<file path="src/rtl/ctrl_pkg.sv">
`default_nettype none
// ============================================================================
// Module      : ctrl_pkg
// Description : Opcode/funct/ALUOp constants and per-stage control words
//               shared by the pipelined MIPS control path.
// Revision    : 1.0
// ============================================================================
package ctrl_pkg;

    localparam int c_REG_W = 5;

    localparam logic [5:0] c_OP_RTYPE  = 6'b000000;
    localparam logic [5:0] c_OP_REGIMM = 6'b000001;
    localparam logic [5:0] c_OP_J      = 6'b000010;
    localparam logic [5:0] c_OP_JAL    = 6'b000011;
    localparam logic [5:0] c_OP_BEQ    = 6'b000100;
    localparam logic [5:0] c_OP_BNE    = 6'b000101;
    localparam logic [5:0] c_OP_BLEZ   = 6'b000110;
    localparam logic [5:0] c_OP_BGTZ   = 6'b000111;
    localparam logic [5:0] c_OP_ADDI   = 6'b001000;
    localparam logic [5:0] c_OP_SLTI   = 6'b001010;
    localparam logic [5:0] c_OP_ANDI   = 6'b001100;
    localparam logic [5:0] c_OP_ORI    = 6'b001101;
    localparam logic [5:0] c_OP_XORI   = 6'b001110;
    localparam logic [5:0] c_OP_MUL    = 6'b011100;
    localparam logic [5:0] c_OP_LB     = 6'b100000;
    localparam logic [5:0] c_OP_LH     = 6'b100001;
    localparam logic [5:0] c_OP_LW     = 6'b100011;
    localparam logic [5:0] c_OP_SB     = 6'b101000;
    localparam logic [5:0] c_OP_SH     = 6'b101001;
    localparam logic [5:0] c_OP_SW     = 6'b101011;

    localparam logic [5:0] c_FN_SLL = 6'b000000;
    localparam logic [5:0] c_FN_SRL = 6'b000010;
    localparam logic [5:0] c_FN_JR  = 6'b001000;
    localparam logic [5:0] c_FN_ADD = 6'b100000;
    localparam logic [5:0] c_FN_SUB = 6'b100010;
    localparam logic [5:0] c_FN_AND = 6'b100100;
    localparam logic [5:0] c_FN_OR  = 6'b100101;
    localparam logic [5:0] c_FN_XOR = 6'b100110;
    localparam logic [5:0] c_FN_NOR = 6'b100111;
    localparam logic [5:0] c_FN_SLT = 6'b101010;

    localparam logic [5:0] c_ALU_ADD  = 6'b100000;
    localparam logic [5:0] c_ALU_AND  = 6'b100100;
    localparam logic [5:0] c_ALU_OR   = 6'b100101;
    localparam logic [5:0] c_ALU_XOR  = 6'b100110;
    localparam logic [5:0] c_ALU_SLT  = 6'b101010;
    localparam logic [5:0] c_ALU_JUMP = 6'b110000;
    localparam logic [5:0] c_ALU_MUL  = 6'b111000;
    localparam logic [5:0] c_ALU_BEQ  = 6'b100010;
    localparam logic [5:0] c_ALU_BNE  = 6'b001001;
    localparam logic [5:0] c_ALU_BGTZ = 6'b001111;
    localparam logic [5:0] c_ALU_BLEZ = 6'b001010;
    localparam logic [5:0] c_ALU_BLTZ = 6'b001011;
    localparam logic [5:0] c_ALU_BGEZ = 6'b001000;

    typedef enum logic [1:0] {
        SIZE_WORD = 2'd0,
        SIZE_HALF = 2'd1,
        SIZE_BYTE = 2'd2
    } mem_size_e;

    typedef struct packed {
        logic [5:0] alu_op;
        logic       alu_src;
        logic       branch;
        logic       jr;
        logic       jump_target;
        logic       jal;
        logic       illegal;
    } ex_ctrl_t;

    typedef struct packed {
        logic      mem_read;
        logic      mem_write;
        mem_size_e load;
        mem_size_e store;
    } mem_ctrl_t;

    typedef struct packed {
        logic               reg_write;
        logic               mem_to_reg;
        logic [c_REG_W-1:0] write_reg;
    } wb_ctrl_t;

    typedef struct packed {
        ex_ctrl_t  ex;
        mem_ctrl_t mem;
        wb_ctrl_t  wb;
    } ctrl_word_t;

    typedef struct packed {
        mem_ctrl_t mem;
        wb_ctrl_t  wb;
    } mem_stage_t;

    localparam ctrl_word_t c_BUBBLE     = '0;
    localparam mem_stage_t c_MEM_BUBBLE = '0;
    localparam wb_ctrl_t   c_WB_BUBBLE  = '0;

    function automatic logic [5:0] imm_alu_op(input logic [5:0] op);
        logic [5:0] r;
        case (op)
            c_OP_ANDI: r = c_ALU_AND;
            c_OP_ORI:  r = c_ALU_OR;
            c_OP_XORI: r = c_ALU_XOR;
            c_OP_SLTI: r = c_ALU_SLT;
            default:   r = c_ALU_ADD;
        endcase
        return r;
    endfunction

endpackage
`default_nettype wire

</file>
<file path="src/rtl/ctrl_pipe_if.sv">
`default_nettype none
// ============================================================================
// Module      : ctrl_pipe_if
// Description : ID-stage instruction inputs and staged control outputs.
// Revision    : 1.0
// ============================================================================
interface ctrl_pipe_if #(
    parameter int REG_ADDR_W = 5
);
    logic [31:0]           Instruction;
    logic                  InstrValid;
    logic                  BranchTaken;
    logic                  Stall;
    logic [5:0]            ALUOp_EX;
    logic                  ALUSrc_EX;
    logic                  Branch_EX;
    logic                  jr_EX;
    logic                  jump_target_EX;
    logic                  jal_EX;
    logic                  Illegal_EX;
    logic                  MemRead_MEM;
    logic                  MemWrite_MEM;
    logic [1:0]            load_MEM;
    logic [1:0]            store_MEM;
    logic                  RegWrite_WB;
    logic                  MemToReg_WB;
    logic [REG_ADDR_W-1:0] WriteReg_WB;

    modport master (
        output Instruction, InstrValid, BranchTaken,
        input  Stall, ALUOp_EX, ALUSrc_EX, Branch_EX, jr_EX, jump_target_EX,
               jal_EX, Illegal_EX, MemRead_MEM, MemWrite_MEM, load_MEM,
               store_MEM, RegWrite_WB, MemToReg_WB, WriteReg_WB
    );

    modport slave (
        input  Instruction, InstrValid, BranchTaken,
        output Stall, ALUOp_EX, ALUSrc_EX, Branch_EX, jr_EX, jump_target_EX,
               jal_EX, Illegal_EX, MemRead_MEM, MemWrite_MEM, load_MEM,
               store_MEM, RegWrite_WB, MemToReg_WB, WriteReg_WB
    );
endinterface
`default_nettype wire

</file>
<file path="src/rtl/ctrl_decode.sv">
`default_nettype none
// ============================================================================
// Module      : ctrl_decode
// Description : Combinational MIPS instruction to control-word decoder.
// Revision    : 1.0
// ============================================================================
module ctrl_decode
    import ctrl_pkg::*;
#(
    parameter int RA_REG = 31
) (
    input  wire logic         i_valid,
    input  wire logic [5:0]   i_opcode,
    input  wire logic [4:0]   i_rt,
    input  wire logic [4:0]   i_rd,
    input  wire logic [5:0]   i_funct,
    output      ctrl_word_t   o_ctrl
);

    always_comb begin
        o_ctrl = c_BUBBLE;
        if (i_valid) begin
            case (i_opcode)
                c_OP_RTYPE: begin
                    case (i_funct)
                        c_FN_ADD, c_FN_SUB, c_FN_AND, c_FN_OR, c_FN_NOR,
                        c_FN_XOR, c_FN_SLT, c_FN_SLL, c_FN_SRL: begin
                            o_ctrl.ex.alu_op  = i_funct;
                            o_ctrl.ex.alu_src = (i_funct == c_FN_SLL) || (i_funct == c_FN_SRL);
                            o_ctrl.wb         = '{reg_write: 1'b1, mem_to_reg: 1'b1, write_reg: i_rd};
                        end
                        c_FN_JR: begin
                            o_ctrl.ex.alu_op = c_ALU_JUMP;
                            o_ctrl.ex.branch = 1'b1;
                            o_ctrl.ex.jr     = 1'b1;
                        end
                        default: o_ctrl.ex.illegal = 1'b1;
                    endcase
                end
                c_OP_ADDI, c_OP_ANDI, c_OP_ORI, c_OP_XORI, c_OP_SLTI: begin
                    o_ctrl.ex.alu_op  = imm_alu_op(i_opcode);
                    o_ctrl.ex.alu_src = 1'b1;
                    o_ctrl.wb         = '{reg_write: 1'b1, mem_to_reg: 1'b1, write_reg: i_rt};
                end
                c_OP_MUL: begin
                    o_ctrl.ex.alu_op = c_ALU_MUL;
                    o_ctrl.wb        = '{reg_write: 1'b1, mem_to_reg: 1'b1, write_reg: i_rd};
                end
                c_OP_BEQ:  begin o_ctrl.ex.alu_op = c_ALU_BEQ;  o_ctrl.ex.branch = 1'b1; end
                c_OP_BNE:  begin o_ctrl.ex.alu_op = c_ALU_BNE;  o_ctrl.ex.branch = 1'b1; end
                c_OP_BGTZ: begin o_ctrl.ex.alu_op = c_ALU_BGTZ; o_ctrl.ex.branch = 1'b1; end
                c_OP_BLEZ: begin o_ctrl.ex.alu_op = c_ALU_BLEZ; o_ctrl.ex.branch = 1'b1; end
                c_OP_REGIMM: begin
                    // rt selects the comparison; any other rt code is undefined here
                    case (i_rt)
                        5'd0: begin o_ctrl.ex.alu_op = c_ALU_BLTZ; o_ctrl.ex.branch = 1'b1; end
                        5'd1: begin o_ctrl.ex.alu_op = c_ALU_BGEZ; o_ctrl.ex.branch = 1'b1; end
                        default: o_ctrl.ex.illegal = 1'b1;
                    endcase
                end
                c_OP_J, c_OP_JAL: begin
                    o_ctrl.ex.alu_op      = c_ALU_JUMP;
                    o_ctrl.ex.branch      = 1'b1;
                    o_ctrl.ex.jump_target = 1'b1;
                    if (i_opcode == c_OP_JAL) begin
                        o_ctrl.ex.jal = 1'b1;
                        o_ctrl.wb     = '{reg_write: 1'b1, mem_to_reg: 1'b1,
                                          write_reg: c_REG_W'(RA_REG)};
                    end
                end
                c_OP_LW, c_OP_LH, c_OP_LB: begin
                    o_ctrl.ex.alu_op    = c_ALU_ADD;
                    o_ctrl.ex.alu_src   = 1'b1;
                    o_ctrl.mem.mem_read = 1'b1;
                    o_ctrl.mem.load     = (i_opcode == c_OP_LW) ? SIZE_WORD :
                                          (i_opcode == c_OP_LH) ? SIZE_HALF : SIZE_BYTE;
                    o_ctrl.wb           = '{reg_write: 1'b1, mem_to_reg: 1'b0, write_reg: i_rt};
                end
                c_OP_SW, c_OP_SH, c_OP_SB: begin
                    o_ctrl.ex.alu_op     = c_ALU_ADD;
                    o_ctrl.ex.alu_src    = 1'b1;
                    o_ctrl.mem.mem_write = 1'b1;
                    o_ctrl.mem.store     = (i_opcode == c_OP_SW) ? SIZE_WORD :
                                           (i_opcode == c_OP_SH) ? SIZE_HALF : SIZE_BYTE;
                end
                default: o_ctrl.ex.illegal = 1'b1;
            endcase
        end
    end

endmodule
`default_nettype wire

</file>
<file path="src/rtl/ctrl_pipe.sv">
`default_nettype none
// ============================================================================
// Module      : ctrl_pipe
// Description : Staged control path: ID decode, ID/EX, EX/MEM, MEM/WB slices,
//               load-use stall and taken-branch squash.
// Revision    : 1.0
// ============================================================================
module ctrl_pipe
    import ctrl_pkg::*;
#(
    parameter int REG_ADDR_W = 5,
    parameter int RA_REG     = 31,
    parameter int STALL_EN   = 1
) (
    input wire logic  Clk,
    input wire logic  Reset,
    ctrl_pipe_if.slave bus
);

    logic [5:0] w_opcode;
    logic [4:0] w_rs;
    logic [4:0] w_rt;
    logic       w_reads_rt;
    logic       w_hazard;
    logic       w_unused_shamt;

    ctrl_word_t w_dec;
    ctrl_word_t w_ex_d;
    ctrl_word_t r_ex_q;
    mem_stage_t w_mem_d;
    mem_stage_t r_mem_q;
    wb_ctrl_t   w_wb_d;
    wb_ctrl_t   r_wb_q;

    assign w_opcode       = bus.Instruction[31:26];
    assign w_rs           = bus.Instruction[25:21];
    assign w_rt           = bus.Instruction[20:16];
    assign w_unused_shamt = ^bus.Instruction[10:6];

    ctrl_decode #(
        .RA_REG (RA_REG)
    ) u_decode (
        .i_valid  (bus.InstrValid),
        .i_opcode (w_opcode),
        .i_rt     (w_rt),
        .i_rd     (bus.Instruction[15:11]),
        .i_funct  (bus.Instruction[5:0]),
        .o_ctrl   (w_dec)
    );

    always_comb begin
        w_reads_rt = (w_opcode == c_OP_RTYPE) || (w_opcode == c_OP_BEQ) ||
                     (w_opcode == c_OP_BNE)   || (w_opcode == c_OP_SW)  ||
                     (w_opcode == c_OP_SH)    || (w_opcode == c_OP_SB);
        w_hazard   = (STALL_EN != 0) && bus.InstrValid && r_ex_q.mem.mem_read &&
                     (r_ex_q.wb.write_reg != '0) &&
                     ((r_ex_q.wb.write_reg == w_rs) ||
                      (w_reads_rt && (r_ex_q.wb.write_reg == w_rt)));
        // A squash overrides the hazard: the dependent instruction is discarded anyway
        bus.Stall  = w_hazard && !bus.BranchTaken;
        w_ex_d     = (bus.BranchTaken || w_hazard) ? c_BUBBLE : w_dec;
        w_mem_d    = '{mem: r_ex_q.mem, wb: r_ex_q.wb};
        w_wb_d     = r_mem_q.wb;
    end

    always_ff @(posedge Clk) begin
        if (Reset) begin
            r_ex_q  <= c_BUBBLE;
            r_mem_q <= c_MEM_BUBBLE;
            r_wb_q  <= c_WB_BUBBLE;
        end else begin
            r_ex_q  <= w_ex_d;
            r_mem_q <= w_mem_d;
            r_wb_q  <= w_wb_d;
        end
    end

    assign bus.ALUOp_EX       = r_ex_q.ex.alu_op;
    assign bus.ALUSrc_EX      = r_ex_q.ex.alu_src;
    assign bus.Branch_EX      = r_ex_q.ex.branch;
    assign bus.jr_EX          = r_ex_q.ex.jr;
    assign bus.jump_target_EX = r_ex_q.ex.jump_target;
    assign bus.jal_EX         = r_ex_q.ex.jal;
    assign bus.Illegal_EX     = r_ex_q.ex.illegal;
    assign bus.MemRead_MEM    = r_mem_q.mem.mem_read;
    assign bus.MemWrite_MEM   = r_mem_q.mem.mem_write;
    assign bus.load_MEM       = r_mem_q.mem.load;
    assign bus.store_MEM      = r_mem_q.mem.store;
    assign bus.RegWrite_WB    = r_wb_q.reg_write;
    assign bus.MemToReg_WB    = r_wb_q.mem_to_reg;
    assign bus.WriteReg_WB    = REG_ADDR_W'(r_wb_q.write_reg);

endmodule
`default_nettype wire

</file>
<file path="src/flat_wrapper.sv">
// flat-port wrapper written by rule: the top's interface ports become plain ports
module ctrl_pipe_flat import ctrl_pkg::*;
#(
    parameter int REG_ADDR_W = 5,
    parameter int RA_REG     = 31,
    parameter int STALL_EN   = 1
)
  (Clk, Reset, bus_Instruction, bus_InstrValid, bus_BranchTaken, bus_Stall, bus_ALUOp_EX, bus_ALUSrc_EX, bus_Branch_EX, bus_jr_EX, bus_jump_target_EX, bus_jal_EX, bus_Illegal_EX, bus_MemRead_MEM, bus_MemWrite_MEM, bus_load_MEM, bus_store_MEM, bus_RegWrite_WB, bus_MemToReg_WB, bus_WriteReg_WB);
  ctrl_pipe_if #(.REG_ADDR_W(REG_ADDR_W)) bus_i ();
  input wire logic Clk;
  input wire logic Reset;
  input wire logic [$bits(bus_i.Instruction)-1:0] bus_Instruction;
  input wire logic [$bits(bus_i.InstrValid)-1:0] bus_InstrValid;
  input wire logic [$bits(bus_i.BranchTaken)-1:0] bus_BranchTaken;
  output wire logic [$bits(bus_i.Stall)-1:0] bus_Stall;
  output wire logic [$bits(bus_i.ALUOp_EX)-1:0] bus_ALUOp_EX;
  output wire logic [$bits(bus_i.ALUSrc_EX)-1:0] bus_ALUSrc_EX;
  output wire logic [$bits(bus_i.Branch_EX)-1:0] bus_Branch_EX;
  output wire logic [$bits(bus_i.jr_EX)-1:0] bus_jr_EX;
  output wire logic [$bits(bus_i.jump_target_EX)-1:0] bus_jump_target_EX;
  output wire logic [$bits(bus_i.jal_EX)-1:0] bus_jal_EX;
  output wire logic [$bits(bus_i.Illegal_EX)-1:0] bus_Illegal_EX;
  output wire logic [$bits(bus_i.MemRead_MEM)-1:0] bus_MemRead_MEM;
  output wire logic [$bits(bus_i.MemWrite_MEM)-1:0] bus_MemWrite_MEM;
  output wire logic [$bits(bus_i.load_MEM)-1:0] bus_load_MEM;
  output wire logic [$bits(bus_i.store_MEM)-1:0] bus_store_MEM;
  output wire logic [$bits(bus_i.RegWrite_WB)-1:0] bus_RegWrite_WB;
  output wire logic [$bits(bus_i.MemToReg_WB)-1:0] bus_MemToReg_WB;
  output wire logic [$bits(bus_i.WriteReg_WB)-1:0] bus_WriteReg_WB;
  assign bus_i.Instruction = bus_Instruction;
  assign bus_i.InstrValid = bus_InstrValid;
  assign bus_i.BranchTaken = bus_BranchTaken;
  assign bus_Stall = bus_i.Stall;
  assign bus_ALUOp_EX = bus_i.ALUOp_EX;
  assign bus_ALUSrc_EX = bus_i.ALUSrc_EX;
  assign bus_Branch_EX = bus_i.Branch_EX;
  assign bus_jr_EX = bus_i.jr_EX;
  assign bus_jump_target_EX = bus_i.jump_target_EX;
  assign bus_jal_EX = bus_i.jal_EX;
  assign bus_Illegal_EX = bus_i.Illegal_EX;
  assign bus_MemRead_MEM = bus_i.MemRead_MEM;
  assign bus_MemWrite_MEM = bus_i.MemWrite_MEM;
  assign bus_load_MEM = bus_i.load_MEM;
  assign bus_store_MEM = bus_i.store_MEM;
  assign bus_RegWrite_WB = bus_i.RegWrite_WB;
  assign bus_MemToReg_WB = bus_i.MemToReg_WB;
  assign bus_WriteReg_WB = bus_i.WriteReg_WB;
  ctrl_pipe #(.REG_ADDR_W(REG_ADDR_W), .RA_REG(RA_REG), .STALL_EN(STALL_EN)) u_core (.Clk(Clk), .Reset(Reset), .bus(bus_i));
endmodule
</file>
<file path="config.mk">
export PLATFORM = sky130hd
export DESIGN_NAME = ctrl_pipe_flat
export DESIGN_NICKNAME = d
export VERILOG_FILES = /design/src/rtl/ctrl_pkg.sv /design/src/rtl/ctrl_pipe_if.sv /design/src/rtl/ctrl_decode.sv /design/src/rtl/ctrl_pipe.sv /design/src/flat_wrapper.sv
export SDC_FILE = /design/constraint.sdc
export NUM_CORES = 1
export LEC_CHECK = 0
export CAP_MARGIN = 15
export CORE_ASPECT_RATIO = 0.9
export CORE_MARGIN = 2
export CORE_UTILIZATION = 35
export DETAILED_ROUTE_END_ITERATION = 8
export PLACE_DENSITY = 0.72
export RECOVER_POWER = 25
export SLEW_MARGIN = 20
export SYNTH_ARGS = -nofsm -noshare
export SYNTH_HDL_FRONTEND = slang
export SYNTH_SLANG_ARGS = --single-unit
export TNS_END_PERCENT = 50
</file>
<file path="constraint.sdc">
create_clock -name Clk -period 1.9 [get_ports Clk]
set_input_delay 0.19 -clock Clk [delete_from_list [all_inputs] [get_ports Clk]]
set_output_delay 0.19 -clock Clk [all_outputs]
set_load 0.05 [all_outputs]
</file>
==> qor.yml <==
cp.required_ns: 1.71
drive_gt1_share_pct: 28.62
path_class: "flip-flop to primary output"
multi_input_area_sq_mm: 0.001132
grt_antenna_before_repair: 0
diodes: 0
fin_skew_ns: 0.005708
place_hpwl_microns: 3917
drt-pass1-iter-count: 4
crit_family: "compound AO/OA/AOI/OAI gates"
critPathMaxStageDelay_ns: 0.40
syn_to_final_growth_pct: 54.85
worst_pin_slew_ns: 0.7351
path_clk_slew_ns: 0.08
end_kind: "primary output"
startpoint_type: "flip-flop"
pwr-share-comb_pct: 15.4
routed_wirelength_microns: 5216
grt_pass1_wl_microns: 8010
hold_violations: 0
die_area_sq_mm: 0.006530
clockPowerShare_pct: 36.3
arrival_ns: 1.87
cts_tree: "done"
crit_buf_inv: 1
ys.flop_type: "dfxtp_1"
clkSinkCount: 45
num-fill-cells: 505
cts_inserted_buffers: 5
relSlewSlack_pct: 50.99
syn_inst: 221
p_sw_w: 0.0004693
rsz0062_at_grt: "true"
cpMaxStageDelayCell: "o311a_4"
cts_htree_levels: 2
final_common_cell: "clkdlybuf4s50_1"
drv_slew: 0
grt_pass1_vias: 1778
mostFrequentLayoutCells: "clkdlybuf4s50_1, dfxtp_1, buf_4"
route.vias.total: 1897
ant_nets: 0
place_ws_ns: -0.2081
p_int_w: 0.001490
die_w_microns: 84.96
whs_ns: 0.4406
wire_per_inst_microns: 13.69
die_y_microns: 76.86
drt_iter0_drc: 74
ys_types: 53
ys_async_sr_fraction_pct: 0
synth_area_sq_mm: 0.002064
finalSetupViolCount: 12
min_path_type: "flip-flop to flip-flop"
vdd_drop_max_v: 0.0004863
fmax_ghz: 0.4859
period_needed_ns: 2.058
cts.path.max_buffers: 2
yosysWarningCount: 0
grtUsageTotal_pct: 15.24
gp_congestion: 0.9550
io_pins: 62
place_inst: 369
finalCritPeriodShare_pct: 108.3
critPathMaxFanout: 2
utilization_pct: 56.15
p_seq_share_pct: 48.3
core_sq_mm: 0.005693
violations: "negative setup slack"
p_per_area_mw_per_mm2: 612.8
status: "finished, violations left"
fp-row-count: 26
remaining_drc_errors: 0
maxCapViolCount: 0
setup_ws_ns: -0.1581
ys_seq_area_share_pct: 43.64
leakagePower_nw: 1.193
final_cells: 381
synth.ff_latch_count: 45
seq_area_sq_um: 904.6
grt_max_degree: 21
cts-root-buf: "clkbuf_8"
io_buffers: 56
synth_nets: 257
p_sw_share_pct: 23.96
fin_nets: 346
finalPower_w: 0.001959
synth_area_per_cell_sq_um: 9.342
synth_edf_count: 0
worstSkewPairLatency_ns: 0.30
cp_cell_sequence: "or3_4 > o311a_4 > o21ai_4 > o21a_1 > nor2_2 > buf_12"
via_per_inst: 4.979
grt_overflow: 0
start_util_pct: 36.26
[synthesized netlist by cell type, types with 2 or more instances]
| cell | n | area [sq um] |
|---|---|---|
| or3_1 | 2 | 12.51 |
| nand3_1 | 5 | 25.02 |
| a211oi_1 | 6 | 45.04 |
| dfxtp_1 | 45 | 900.9 |
| clkbuf_1 | 8 | 30.03 |
| xor2_1 | 7 | 61.31 |
| xnor2_1 | 4 | 35.03 |
| nand2b_1 | 5 | 31.28 |
| buf_6 | 3 | 33.78 |
| nor3_2 | 3 | 30.03 |
| nand2_1 | 12 | 45.04 |
| nor3_1 | 17 | 85.08 |
| buf_4 | 10 | 75.07 |
| a21oi_1 | 4 | 20.02 |
| o21ai_0 | 3 | 15.01 |
| nor2b_1 | 23 | 143.9 |
| nor2_1 | 12 | 45.04 |
| nor4_1 | 6 | 37.54 |
| o21ai_2 | 2 | 17.52 |
| nand4_1 | 2 | 12.51 |
| a31oi_1 | 2 | 12.51 |
| a221oi_1 | 5 | 43.79 |
| a2bb2oi_1 | 2 | 17.52 |
| inv_1 | 4 | 15.01 |
[per-stage QoR]
| step | TNS [ns] | area, sq um |
|---|---|---|
| floorplan | 0 | 2067 |
| global placement | -3.613 | 2909 |
| detailed placement | -4.328 | 2909 |
| CTS | -0.1567 | 3038 |
| global route | -2.095 | 3197 |
| finish | -0.6028 | 3197 |
[final timing paths]
check	cells after the start	slack, ns	from	end
setup / recovery	6	-0.16	u_core.r_ex_q[1]$_SDFF_PP0_	bus_Stall
hold / removal	1	0.44	u_core.r_mem_q[4]$_SDFF_PP0_	u_core.bus.WriteReg_WB[4]$_SDFF_PP0_
setup reg to reg	7	-0.09	u_core.r_ex_q[1]$_SDFF_PP0_	u_core.r_ex_q[9]$_SDFF_PP0_
hold reg to reg	1	0.44	u_core.r_mem_q[4]$_SDFF_PP0_	u_core.bus.WriteReg_WB[4]$_SDFF_PP0_
[metal layers]
metal / wire, microns / vias to the layer above / GRT usage, %
met5: 0 / - / 0
met4: 86 / 0 / 6.825
met3: 226 / 7 / 2.260
met2: 2740 / 49 / 25.86
met1: 2163 / 879 / 18.97
li1: - / 962 / -
[kinds of logic after synthesis]
logic type	Yosys count	share of synthesized area, %
buffers and inverters	26	7.636
AND/OR/NAND/NOR	98	27.82
XOR/XNOR	11	4.667
AO/OA/AOI/OAI	39	15.27
multiplexers	1	0.4849
flip-flops	45	43.64
adder cells (fa/ha/maj)	1	0.4849
[power groups by stage]
stage               combinational (W)  clock (W)  sequential, W
global route                 0.000326   0.000771       0.000947
CTS                          0.000282   0.000725       0.000946
finish                       0.000302   0.000711       0.000946
global placement             0.000277          0       0.000969
floorplan                    0.000121          0       0.000974
detailed placement           0.000279          0       0.000969
[sequential cells by signal, indices dropped and copies added (netlist names)]
name / cells
u_core.bus.Illegal_EX: 1
u_core.bus.MemRead_MEM: 1
u_core.bus.jal_EX: 1
u_core.bus.Branch_EX: 1
u_core.bus.ALUOp_EX: 6
u_core.bus.ALUSrc_EX: 1
u_core.bus.load_MEM: 2
u_core.bus.jr_EX: 1
u_core.bus.jump_target_EX: 1
u_core.bus.store_MEM: 2
u_core.bus.RegWrite_WB: 1
u_core.bus.MemWrite_MEM: 1
u_core.r_ex_q: 13
u_core.bus.MemToReg_WB: 1
u_core.bus.WriteReg_WB: 5
u_core.r_mem_q: 7
[area by class of cell]
| class | instances | area share, % |
|---|---|---|
| flip-flops and latches | 45 | 28.30 |
| repair buffers | 103 | 29.35 |
| clock inverters | 3 | 1.448 |
| clock buffers | 5 | 2.153 |
| inverters | 5 | 0.5871 |
| multi-input cells | 150 | 35.42 |
| well taps | 70 | 2.740 |
[timing repair]
action	4_1_cts	5_1_grt
gates cloned	0	1
pin swaps	1	7
gates resized for setup	1	28
hold buffers	0	0
setup endpoints to repair	2	21
buffers inserted	1	3
Power figures use the tool's default switching activity.
